`config.mk`:
```
export PLATFORM = sky130hd
export DESIGN_NAME = hazard_ctrl
export DESIGN_NICKNAME = d
export VERILOG_FILES = /design/src/rtl/hazard_ctrl_pkg.sv /design/src/rtl/hazard_ctrl_slot.sv /design/src/rtl/hazard_ctrl.sv
export SDC_FILE = /design/constraint.sdc
export NUM_CORES = 1
export LEC_CHECK = 0
export BUFFER_PORTS_ARGS = -buffer_cell sky130_fd_sc_hd__buf_2
export CAP_MARGIN = 20
export CORE_MARGIN = 2
export CORE_UTILIZATION = 58
export DETAILED_ROUTE_END_ITERATION = 8
export PLACE_DENSITY = 0.87
export SLEW_MARGIN = 10
export SYNTH_ARGS = -nofsm -noshare
export SYNTH_HDL_FRONTEND = slang
export SYNTH_SLANG_ARGS = --single-unit
export TNS_END_PERCENT = 10
```
`constraint.sdc`:
```
create_clock -name clk -period 7.4 [get_ports clk]
set_input_delay 1.48 -clock clk [delete_from_list [all_inputs] [get_ports clk]]
set_output_delay 1.48 -clock clk [all_outputs]
set_load 0.01 [all_outputs]
```
`src/rtl/hazard_ctrl_pkg.sv`:
```
// Shared types and constants for the pipeline hazard controller.
package hazard_ctrl_pkg;

  localparam int REG_W = 5;
  localparam logic [REG_W-1:0] ZERO_REG = 5'd31;

  // EX operand source select; values match the datapath mux encoding.
  typedef enum logic [1:0] {
    FWD_RF    = 2'b00,
    FWD_EXMEM = 2'b01,
    FWD_MEMWB = 2'b10
  } fwd_sel_t;

  // Shadow copy of what an in-flight instruction will write.
  typedef struct packed {
    logic             v;
    logic [REG_W-1:0] rd;
    logic             regwrite;
    logic             memtoreg;
    logic             setflags;
  } stage_info_t;

endpackage

```
`src/rtl/hazard_ctrl_slot.sv`:
```
// One tracking slot: a resettable stage_info_t register that loads a bubble
// (all zeros) instead of its input when asked.
module hazard_slot
  import hazard_ctrl_pkg::*;
(
  input  logic        clk_i,
  input  logic        reset_i,
  input  logic        bubble_i,
  input  stage_info_t d_i,
  output stage_info_t q_o
);

  stage_info_t slot_q;
  stage_info_t slot_d;

  // A bubble is simply an invalid, non-writing entry.
  always_comb begin
    slot_d = d_i;
    if (bubble_i) slot_d = '0;
  end

  // Slot register with synchronous active-low reset.
  always_ff @(posedge clk_i) begin
    if (!reset_i) slot_q <= '0;
    else          slot_q <= slot_d;
  end

  assign q_o = slot_q;

endmodule

```
`src/rtl/hazard_ctrl.sv`:
```
// Hazard controller for a 5-stage pipeline with branches resolved in ID.
// Tracks EX/MEM/WB destinations and drives stalls, flushes and forwarding.
module hazard_ctrl #(
  parameter int REG_W    = 5,
  parameter int ZERO_REG = 31,
  parameter int CNT_W    = 32
) (
  input  logic             clk,
  input  logic             reset,
  input  logic             id_valid,
  input  logic [REG_W-1:0] id_rn,
  input  logic [REG_W-1:0] id_rb,
  input  logic             id_uses_a,
  input  logic             id_uses_b,
  input  logic [REG_W-1:0] id_rd,
  input  logic             id_regwrite,
  input  logic             id_memtoreg,
  input  logic             id_setflags,
  input  logic             id_is_cbz,
  input  logic             id_uses_flags,
  input  logic             id_brtaken,
  output logic             pc_we,
  output logic             ifid_we,
  output logic             ifid_flush,
  output logic             idex_bubble,
  output logic             br_take,
  output logic [1:0]       fwd_a,
  output logic [1:0]       fwd_b,
  output logic             flag_fwd,
  output logic [CNT_W-1:0] stall_cnt
);
  import hazard_ctrl_pkg::*;

  localparam logic [REG_W-1:0] ZREG = REG_W'(ZERO_REG);

  stage_info_t      id_info, ex_s, mem_s, wb_s;
  logic             stall, load_use, cbz_haz, ex_bubble;
  logic [REG_W-1:0] ex_rn_q, ex_rn_d, ex_rb_q, ex_rb_d;
  logic [CNT_W-1:0] cnt_q, cnt_d;
  logic             unused_fields;

  // A slot is a hazard/forwarding source for r only if it really writes r.
  function automatic logic match(input stage_info_t s, input logic [REG_W-1:0] r);
    return s.v & s.regwrite & (s.rd == r) & (r != ZREG);
  endfunction

  // MEM has the younger value, so it wins over WB; loads in MEM are excluded
  // because their data is not ready until WB.
  function automatic logic [1:0] fwd_for(input logic [REG_W-1:0] r);
    if (match(mem_s, r) && !mem_s.memtoreg) return FWD_EXMEM;
    if (match(wb_s, r))                     return FWD_MEMWB;
    return FWD_RF;
  endfunction

  assign id_info   = {id_valid, id_rd, id_regwrite, id_memtoreg, id_setflags};
  assign load_use  = id_valid & ex_s.memtoreg &
                     ((id_uses_a & match(ex_s, id_rn)) | (id_uses_b & match(ex_s, id_rb)));
  assign cbz_haz   = id_valid & id_is_cbz & (match(ex_s, id_rb) | match(mem_s, id_rb));
  assign stall     = load_use | cbz_haz;
  assign ex_bubble = stall | ~id_valid;

  // Tracking slots; the stages below ID never freeze, only EX gets bubbles.
  hazard_slot u_ex_slot  (.clk_i(clk), .reset_i(reset), .bubble_i(ex_bubble), .d_i(id_info), .q_o(ex_s));
  hazard_slot u_mem_slot (.clk_i(clk), .reset_i(reset), .bubble_i(1'b0),      .d_i(ex_s),    .q_o(mem_s));
  hazard_slot u_wb_slot  (.clk_i(clk), .reset_i(reset), .bubble_i(1'b0),      .d_i(mem_s),   .q_o(wb_s));

  // Source specifiers of the EX instruction; a bubble reads only XZR.
  always_comb begin
    ex_rn_d = id_rn;
    ex_rb_d = id_rb;
    if (ex_bubble) begin
      ex_rn_d = ZREG;
      ex_rb_d = ZREG;
    end
  end

  // Register the EX source specifiers alongside the EX slot.
  always_ff @(posedge clk) begin
    if (!reset) begin
      ex_rn_q <= ZREG;
      ex_rb_q <= ZREG;
    end else begin
      ex_rn_q <= ex_rn_d;
      ex_rb_q <= ex_rb_d;
    end
  end

  // Saturating stall counter next value.
  always_comb begin
    cnt_d = cnt_q;
    if (stall && (cnt_q != '1)) cnt_d = cnt_q + 1'b1;
  end

  // Stall cycle counter register.
  always_ff @(posedge clk) begin
    if (!reset) cnt_q <= '0;
    else        cnt_q <= cnt_d;
  end

  assign stall_cnt = cnt_q;

  // Pipeline control; reset holds the front end and injects NOPs/bubbles.
  always_comb begin
    pc_we       = 1'b0;
    ifid_we     = 1'b0;
    ifid_flush  = 1'b1;
    idex_bubble = 1'b1;
    br_take     = 1'b0;
    fwd_a       = FWD_RF;
    fwd_b       = FWD_RF;
    flag_fwd    = 1'b0;
    if (reset) begin
      br_take     = id_valid & id_brtaken & ~stall;
      pc_we       = ~stall;
      ifid_we     = ~stall;
      idex_bubble = stall;
      ifid_flush  = br_take;
      fwd_a       = fwd_for(ex_rn_q);
      fwd_b       = fwd_for(ex_rb_q);
      flag_fwd    = id_uses_flags & ex_s.v & ex_s.setflags;
    end
  end

  // Fields carried for completeness but not needed for any decision.
  assign unused_fields = ^{mem_s.setflags, wb_s.memtoreg, wb_s.setflags};

endmodule

```
# Yosys cells after proc, flatten, opt, wreduce, memory -nomap -nowiden
# Cells that the tools add are included.
dict set report classes {
  add_sub_neg 1
  eq_ne 12
  n_mux 25
  bitwise_logic 34
  n_reduce_logical 5
}
# cell count
set ops {}
lappend ops {{$eq A5 B5 Y1} 7}
lappend ops {{$add A32 B1 Y32 const B} 1}
lappend ops {{$ne A32 B32 Y1 const B} 1}
lappend ops {{$and A1 B1 Y1} 27}
lappend ops {{$mux W2} 10}
lappend ops {{$ne A5 B5 Y1 const B} 4}
lappend ops {{$mux W1} 15}
lappend ops {{$or A1 B1 Y1} 4}
lappend ops {{$logic_and A1 B1 Y1} 3}
lappend ops {{$not A1 Y1} 3}
lappend ops {{$reduce_or A2 Y1} 1}
lappend ops {{$logic_not A1 Y1} 1}
dict set report word_totals {
  regBits 66
  inputBits 26
  output_inout_bits 42
  word_cells 92
}

# Longest topological paths before layout
# Gate-level depths: netlist of run 1.
dict set report logic_depth {
  depth_word 11
  ltp_mapped 10
  ltp_nobuf 7
}

# Cells and area by module
# A second synthesis of run 1 with hierarchy kept.
dict set report hier_totals {
  hier_cells 377
  area_unflattened_um2 3380.7
}
# module n_inst cells_each area_each_um2 seq_area_each_um2
set modules_own_cells {}
lappend modules_own_cells {hazard_ctrl 1 323 2603.7 840.8}
lappend modules_own_cells {hazard_slot 3 18 259.0 180.2}

# Worst setup path before layout of run 1
# No wires, ideal clock.
dict set report synth_path {
  path_type {input port to output port}
  startpoint {in id_rb[2]}
  endpoint {out pc_we}
  t_arrival_ns 3.214
  required_ns 5.920
  path_slack_ns 2.706
  stages 10
  path_buffers 4
  cell_sequence {nand3_1 nor2_1 or4_1 and3_1 clkbuf_1 clkbuf_1 clkbuf_1 nand2_1 inv_1 buf_4}
}
dict set report synth_between {
  elab_chain_cells 9
  word_cells_on_any_way 15
  cone_classes {eq/ne: 3; mux: 1; bitwise: 11}
}
# item line
set synth_rtl {}
lappend synth_rtl {{start, declared} hazard_ctrl.sv:12} ;# input logic [REG_W-1:0] id_rb,
lappend synth_rtl {{$eq A5 B5 Y1} hazard_ctrl.sv:44} ;# return s.v & s.regwrite & (s.rd == r) & (r != ZREG);
lappend synth_rtl {{$and A1 B1 Y1 (2 in a row)} hazard_ctrl.sv:44}
lappend synth_rtl {{$and A1 B1 Y1} hazard_ctrl.sv:57} ;# ((id_uses_a & match(ex_s, id_rn)) | (id_uses_b & match(ex_s, id_rb)));
lappend synth_rtl {{$or A1 B1 Y1} hazard_ctrl.sv:57}
lappend synth_rtl {{$and A1 B1 Y1} hazard_ctrl.sv:56} ;# assign load_use = id_valid & ex_s.memtoreg &
lappend synth_rtl {{$or A1 B1 Y1 (*)} hazard_ctrl.sv:59} ;# assign stall = load_use | cbz_haz;
lappend synth_rtl {{$not A1 Y1 (*)} n/a}
lappend synth_rtl {{$mux W1 (*)} n/a}
lappend synth_rtl {{end, declared} hazard_ctrl.sv:22} ;# output logic pc_we,
# Mark *: on every way between the ends. The rest lies on a longest branch, timed or not.

# Worst setup path after layout of run 1
dict set report layout_path {
  startpoint {in reset}
  endpoint {out fwd_a[1]}
}
dict set report layout_between {
  elab_chain_cells 1
}
# item line
set layout_rtl {}
lappend layout_rtl {{start, declared} hazard_ctrl.sv:9} ;# input logic reset,
lappend layout_rtl {{$mux W2} hazard_ctrl.sv:112} ;# if (reset) begin
lappend layout_rtl {{end, declared} hazard_ctrl.sv:27} ;# output logic [1:0] fwd_a,
# No other way between the ends.

==> results.json, run 1 <==
{
  "post_cts_resized": 0,
  "antenna_found_initial": 0,
  "gp_congestion": 0.991,
  "dr.pass1.iters": 5,
  "grt_usage_pct": 26.2,
  "grt_max_degree": 55,
  "fp-row-count": 26,
  "post_synth.cell_area_avg_um2": 8.80,
  "max-slew-margin-rel_pct": 44.7,
  "cp_common_cell": "buf_2",
  "layout-drive-gt1-share_pct": 22.1,
  "synth_seq_area_share_pct": 41.6,
  "critPathRequiredTime_ns": 5.92,
  "clock-root-buffer": "clkbuf_8",
  "peakVddDrop_uv": 146,
  "finalSetupViolCount": 0,
  "io_pins": 68,
  "yosys_warnings": 0,
  "slew_viol_final": 0,
  "drc": 0,
  "avgRoutedWirePerCell_um": 15.4,
  "finalHoldWorstSlack_ns": 0.488,
  "crit_arrival_ns": 3.17,
  "die_area_um2": 6080,
  "insertion_delay_ns": 0.35,
  "die_w_um": 78.0,
  "syn_to_final_growth_pct": 18.4,
  "numCtsBuffers": 9,
  "diodes": 0,
  "slowest_delay_ns": 0.63,
  "cap_violations": 0,
  "final_nets": 448,
  "hold_violations": 0,
  "synth_top_area_share_pct": 41.6,
  "min_period_ns": 4.65,
  "async_flop_share_pct": 0,
  "cts.path.max_buffers": 2,
  "slowest_stage": "buf_2",
  "first_global_vias": 2810,
  "clkSlewWorstSetupHoldPaths_ns": 0.07,
  "crit_buf_inv": 2,
  "rsz0062_at_grt": "no",
  "vias_per_cell": 5.99,
  "finClkSkew_ns": 0.00763,
  "ys_types": 42,
  "drt-initial-drc-count": 194,
  "io_buffer_count": 67,
  "post_cts_buffers": 0,
  "p_total_mw": 0.744,
  "synthCells": 361,
  "p_per_area_nw_per_um2": 198,
  "end_kind": "output port",
  "grt_pass1_wl_um": 12700,
  "core_um2": 5200,
  "critical-path-top-delay-family": "simple AND/OR/NAND/NOR gates",
  "fin_crit_sh_pct": 62.8,
  "crit_type": "input pin to output port",
  "critPathMaxFanout": 54,
  "syn_area_um2": 3180,
  "tritoncts": "built",
  "path_cells": "buf_2, nand3_1, or4_1, nor4_1, buf_2",
  "ctsHoldBuffers": 0,
  "synth.area.top_cells": "dfxtp_1 42%, xor2_1 5.2%, and2_1 4.9%, nand2b_1 4.5%, xnor2_1 4.1%",
  "max_freq_mhz": 215,
  "hold_class": "register to register",
  "fin_setup_tns_ns": 0,
  "worstMarginPinSlew_ns": 0.829,
  "synth_fp_nets": 388,
  "htree_levels": 3,
  "wl_um": 7630,
  "hpwl_um": 5290,
  "final_antenna_net_count": 0,
  "yosysTopAreaCell": "dfxtp_1",
  "cts_sinks": 66,
  "vias": 2972,
  "globalRouteOverflowTotal": 0,
  "dieHeight_um": 78.0,
  "synth_enable_flop_cells": 0,
  "yosys_most_used_dff": "dfxtp_1",
  "critical_path.startpoint_type": "input pin",
  "p_leak_nw": 1.44,
  "initial_core_util_pct": 61.0,
  "ys_ff_latch": 66,
  "status": "finished clean"
}
==> cells in the mapped netlist (2+ instances only) <==
library cell  instances
or3_1                 8
a21oi_1              15
or4_1                10
dfxtp_1              66
and3_1                4
nand2b_1             23
nand3_1              17
and4_1                2
o211ai_1              3
inv_1                 3
o21a_1                4
buf_2                 3
and2_1               25
o31a_1                3
nand2_1              29
nor4_1               15
nand4_1              18
xor2_1               19
o21ai_0               7
o31ai_1               9
nor3_1                8
mux2i_1              11
xnor2_1              15
nor2_1               11
clkbuf_1             16
==> per-layer routing <==
metal,vias up,global-route usage [%],share of wire [%]
met1,1407,32.1,42
li1,1428,-,-
met4,0,10.9,2.3
met3,19,7.09,6.7
met5,-,0,0
met2,118,43.3,49
==> cell families after synthesis <==
group	Yosys count	share of synthesized area [%]
simple gates	179	32.3
flops	66	41.6
compound gates	47	9.85
xor+xnor	34	9.38
buf+inv	23	2.96
mux	11	3.47
fa+ha+maj	1	0.394
==> worst paths after layout <==
| check | start | end | slack, ns | cells after the start |
|---|---|---|---|---|
| setup / recovery | reset | fwd_a[1] | 2.75 | 5 |
| hold reg to reg | stall_cnt[18] | stall_cnt[18] | 0.49 | 2 |
| hold / removal | stall_cnt[18] | stall_cnt[18] | 0.49 | 2 |
| setup reg to reg | stall_cnt[0] | stall_cnt[30] | 4.91 | 6 |
==> through the flow <==
step,utilization (%),instance area (µm²),worst slack (ns),std cells
after floorplan,-,3180,2.71,361
after global placement,67.8,3530,2.75,480
after detailed placement,67.8,3530,2.75,480
after CTS,72.2,3760,2.75,496
after global routing,72.2,3760,2.62,496
final,72.2,3760,2.75,496
==> flip-flops by register name (all words and copies together), names as in the netlist <==
signal and cells:
stall_cnt 32, u_ex_slot.q_o 9, u_mem_slot.q_o 8, u_wb_slot.q_o 7
ex_rb_q 5, ex_rn_q 5
==> worst min-delay path, stage by stage, from the launching register on <==
cell,delay [ns]
dfxtp_1,0.33
nand2_1,0.06
mux2i_1,0.05
==> where the power goes <==
group	internal (mW)	switching, mW	total, mW
Combinational	0.0179	0.0206	0.0386
Clock	0.199	0.139	0.338
Sequential	0.361	0.00669	0.368
==> final cells by class <==
type / instances / area, µm²
multi-input cells: 272 / 1760
fillers: 384 / 1450
flip-flops and latches: 66 / 1320
repair buffers: 69 / 350
clock buffers: 10 / 138
clock inverters: 6 / 90.1
well taps: 70 / 87.6
inverters: 3 / 11.3
==> cell usage in the layout (no fill, tap or decap), types with 2 or more instances in the layout <==
cell	count
buf_2	67
dfxtp_1	66
nand2_1	29
and2_1	25
nand2b_1	23
xor2_1	19
nand4_1	18
nand3_1	17
xnor2_1	15
nor4_1	15
a21oi_1	15
nor2_1	11
mux2i_1	11
or4_1	10
clkbuf_8	10
o31ai_1	9
nor3_1	8
or3_1	8
o21ai_0	7
and3_1	4
o21a_1	4
o211ai_1	3
inv_1	3
o31a_1	3
and4_1	2
bufinv_16	2
clkinv_4	2
buf_4	2
No activity file was read; power rests on OpenSTA's default activity.
==> inputs of run 2 (changes only) <==
--- a/config.mk
+++ b/config.mk
@@ -8,9 +8,9 @@
 export BUFFER_PORTS_ARGS = -buffer_cell sky130_fd_sc_hd__buf_2
 export CAP_MARGIN = 20
 export CORE_MARGIN = 2
-export CORE_UTILIZATION = 58
+export CORE_UTILIZATION = 49
 export DETAILED_ROUTE_END_ITERATION = 8
-export PLACE_DENSITY = 0.87
+export PLACE_DENSITY = 0.79
 export SLEW_MARGIN = 10
 export SYNTH_ARGS = -nofsm -noshare
 export SYNTH_HDL_FRONTEND = slang
==> constraint.sdc (replaced) <==
create_clock -name clk -period 4.24 [get_ports clk]
set_input_delay 0.848 -clock clk [delete_from_list [all_inputs] [get_ports clk]]
set_output_delay 0.848 -clock clk [all_outputs]
set_load 0.01 [all_outputs]
==> results.json, run 2 (synthesized netlist as in run 1, its figures left out) <==
{
  "status": "finished clean",
  "die_w_um": 84.5,
  "ctsHoldBuffers": 0,
  "p_comb_share_pct": 5.6,
  "cap_violations": 0,
  "path_cells": "buf_2, xnor2_1, nand4_1, or4_1, and3_1, buf_4, nand3_1, nand2_1, buf_2",
  "slowest_delay_ns": 0.43,
  "slowest_stage": "or4_1",
  "whs_path_depth": 1,
  "worstMarginPinSlew_ns": 0.592,
  "switching_power_mw": 0.291,
  "clock-root-buffer": "clkbuf_8",
  "min_from": "u_ex_slot.q_o[2]",
  "p_int_mw": 0.908,
  "vias": 2901,
  "htree_levels": 3,
  "critical-path-top-delay-family": "simple AND/OR/NAND/NOR gates",
  "final_nets": 449,
  "setup_slack_ns": 0.886,
  "cts_sinks": 66,
  "crit_arrival_ns": 2.51,
  "finClkSkew_ns": 0.0115,
  "core_um2": 6310,
  "largest_reg_flops": 32,
  "finalHoldWorstSlack_ns": 0.487,
  "gp_congestion": 0.857,
  "drt-initial-drc-count": 152,
  "post_cts_resized": 0,
  "wl_um": 7270,
  "p_leak_nw": 1.43,
  "end_kind": "output port",
  "hold_end": "u_mem_slot.q_o[2]",
  "grt_pass1_wl_um": 12000,
  "antenna_found_initial": 0,
  "reg2regPathDepth": 6,
  "layout_common_cells": "67 x buf_2, 66 x dfxtp_1, 29 x nand2_1",
  "dieHeight_um": 84.5,
  "crit_type": "input pin to output port",
  "syn_to_final_growth_pct": 17.7,
  "crit_buf_inv": 3,
  "finalSetupViolCount": 0,
  "pre_cts_ws_ns": 0.893,
  "final_common_cell": "buf_2",
  "slew_viol_final": 0,
  "max-slew-margin-rel_pct": 60.5,
  "tritoncts": "built",
  "insertion_delay_ns": 0.34,
  "drc": 0,
  "fin_crit_sh_pct": 79.1,
  "reg2reg_from": "stall_cnt[1]",
  "grt_max_degree": 54,
  "worstReg2RegEnd": "stall_cnt[30]",
  "vias_per_cell": 5.76,
  "post_cts_buffers": 0,
  "min_period_ns": 3.35,
  "swShare_pct": 24.3,
  "globalRouteOverflowTotal": 0,
  "die_area_um2": 7140,
  "cp_common_cell": "buf_2",
  "hpwl_um": 5240,
  "final_antenna_net_count": 0,
  "r2r_slack_ns": 1.79,
  "layout-drive-gt1-share_pct": 22.2,
  "rsz0062_at_grt": "no",
  "pwr-share-seq_pct": 53.5,
  "hold_violations": 0,
  "io_buffer_count": 67,
  "cts.path.max_buffers": 2,
  "p_per_area_nw_per_um2": 321,
  "max_freq_mhz": 298,
  "peakVddDrop_uv": 293,
  "avgRoutedWirePerCell_um": 14.4,
  "dr.pass1.iters": 5,
  "pwr-share-clk_pct": 40.9,
  "hold_class": "register to register",
  "initial_core_util_pct": 50.3,
  "fillers": 590,
  "diodes": 0,
  "critical_path.startpoint_type": "input pin",
  "critPathRequiredTime_ns": 3.39,
  "first_global_vias": 2642,
  "numCtsBuffers": 9,
  "grt_usage_pct": 20.7,
  "io_pins": 68,
  "critPathMaxFanout": 45,
  "fp-row-count": 29,
  "fin_setup_tns_ns": 0,
  "clkSlewWorstSetupHoldPaths_ns": 0.07
}
## run 2: changes by cell type in the layout (fill, tap and decap cells not counted)
cell	previous run	this run
clkinvlp_4	1	2
inv_6	0	1
buf_4	2	3
clkinv_4	2	1
bufinv_16	2	0
clkbuf_8	10	11
## run 2: worst max path at each step
| stage | from | endpoint | cells past startpoint |
|---|---|---|---|
| 2_1_floorplan | id_rb[2] | pc_we | 10 |
| 3_3_place_gp | id_rb[1] | ifid_flush | 9 |
| 3_5_place_dp | id_rb[1] | ifid_flush | 9 |
| 4_1_cts | id_rb[1] | ifid_flush | 9 |
| 5_1_grt | id_rb[3] | ifid_flush | 9 |
| 6_report | id_rb[1] | ifid_flush | 9 |
## run 2: per-stage QoR
stage               cell area, µm²  utilization (%)  total power, mW  instances
floorplan                     3180                -            0.696        361
global placement              3550             56.2            0.721        488
detailed placement            3550             56.2            0.723        488
CTS                           3740             59.2             1.21        504
global route                  3740             59.2             1.25        504
finish                        3740             59.2             1.20        504
## run 2: layout make-up
type                            instances  area (µm²)  area share (%)
Clock buffer                           11         151            4.05
Clock inverter                          5        37.5            1.00
Inverter                                3        11.3           0.301
Multi-Input combinational cell        272        1760            47.1
Sequential cell                        66        1320            35.4
Tap cell                               77        96.3            2.58
Timing Repair Buffer                   70         358            9.58
## run 2: power groups by stage
stage	clock [mW]	sequential (mW)	combinational (mW)
2_1_floorplan	0	0.653	0.0432
3_3_place_gp	0	0.655	0.0656
3_5_place_dp	0	0.656	0.0674
4_1_cts	0.504	0.641	0.0678
5_1_grt	0.536	0.643	0.0751
6_report	0.491	0.641	0.0673
## run 2: worst register-to-register path, cell delays in order, from the launching register on
cell and delay (ns):
dfxtp_1 0.41, ha_1 0.20, nand3_1 0.21, or4_4 0.62, or3_4 0.38, or4_1 0.41
a21oi_1 0.15
## run 2: per-layer routing
| layer | wire length (µm) | share of wire, % | global-route usage [%] | vias up |
|---|---|---|---|---|
| met3 | 372 | 5.1 | 3.74 | 18 |
| met1 | 3250 | 45 | 26.9 | 1372 |
| li1 | - | - | - | 1425 |
| met2 | 3470 | 48 | 32.9 | 86 |
| met5 | 0 | 0 | 0 | - |
| met4 | 167 | 2.3 | 10.5 | 0 |
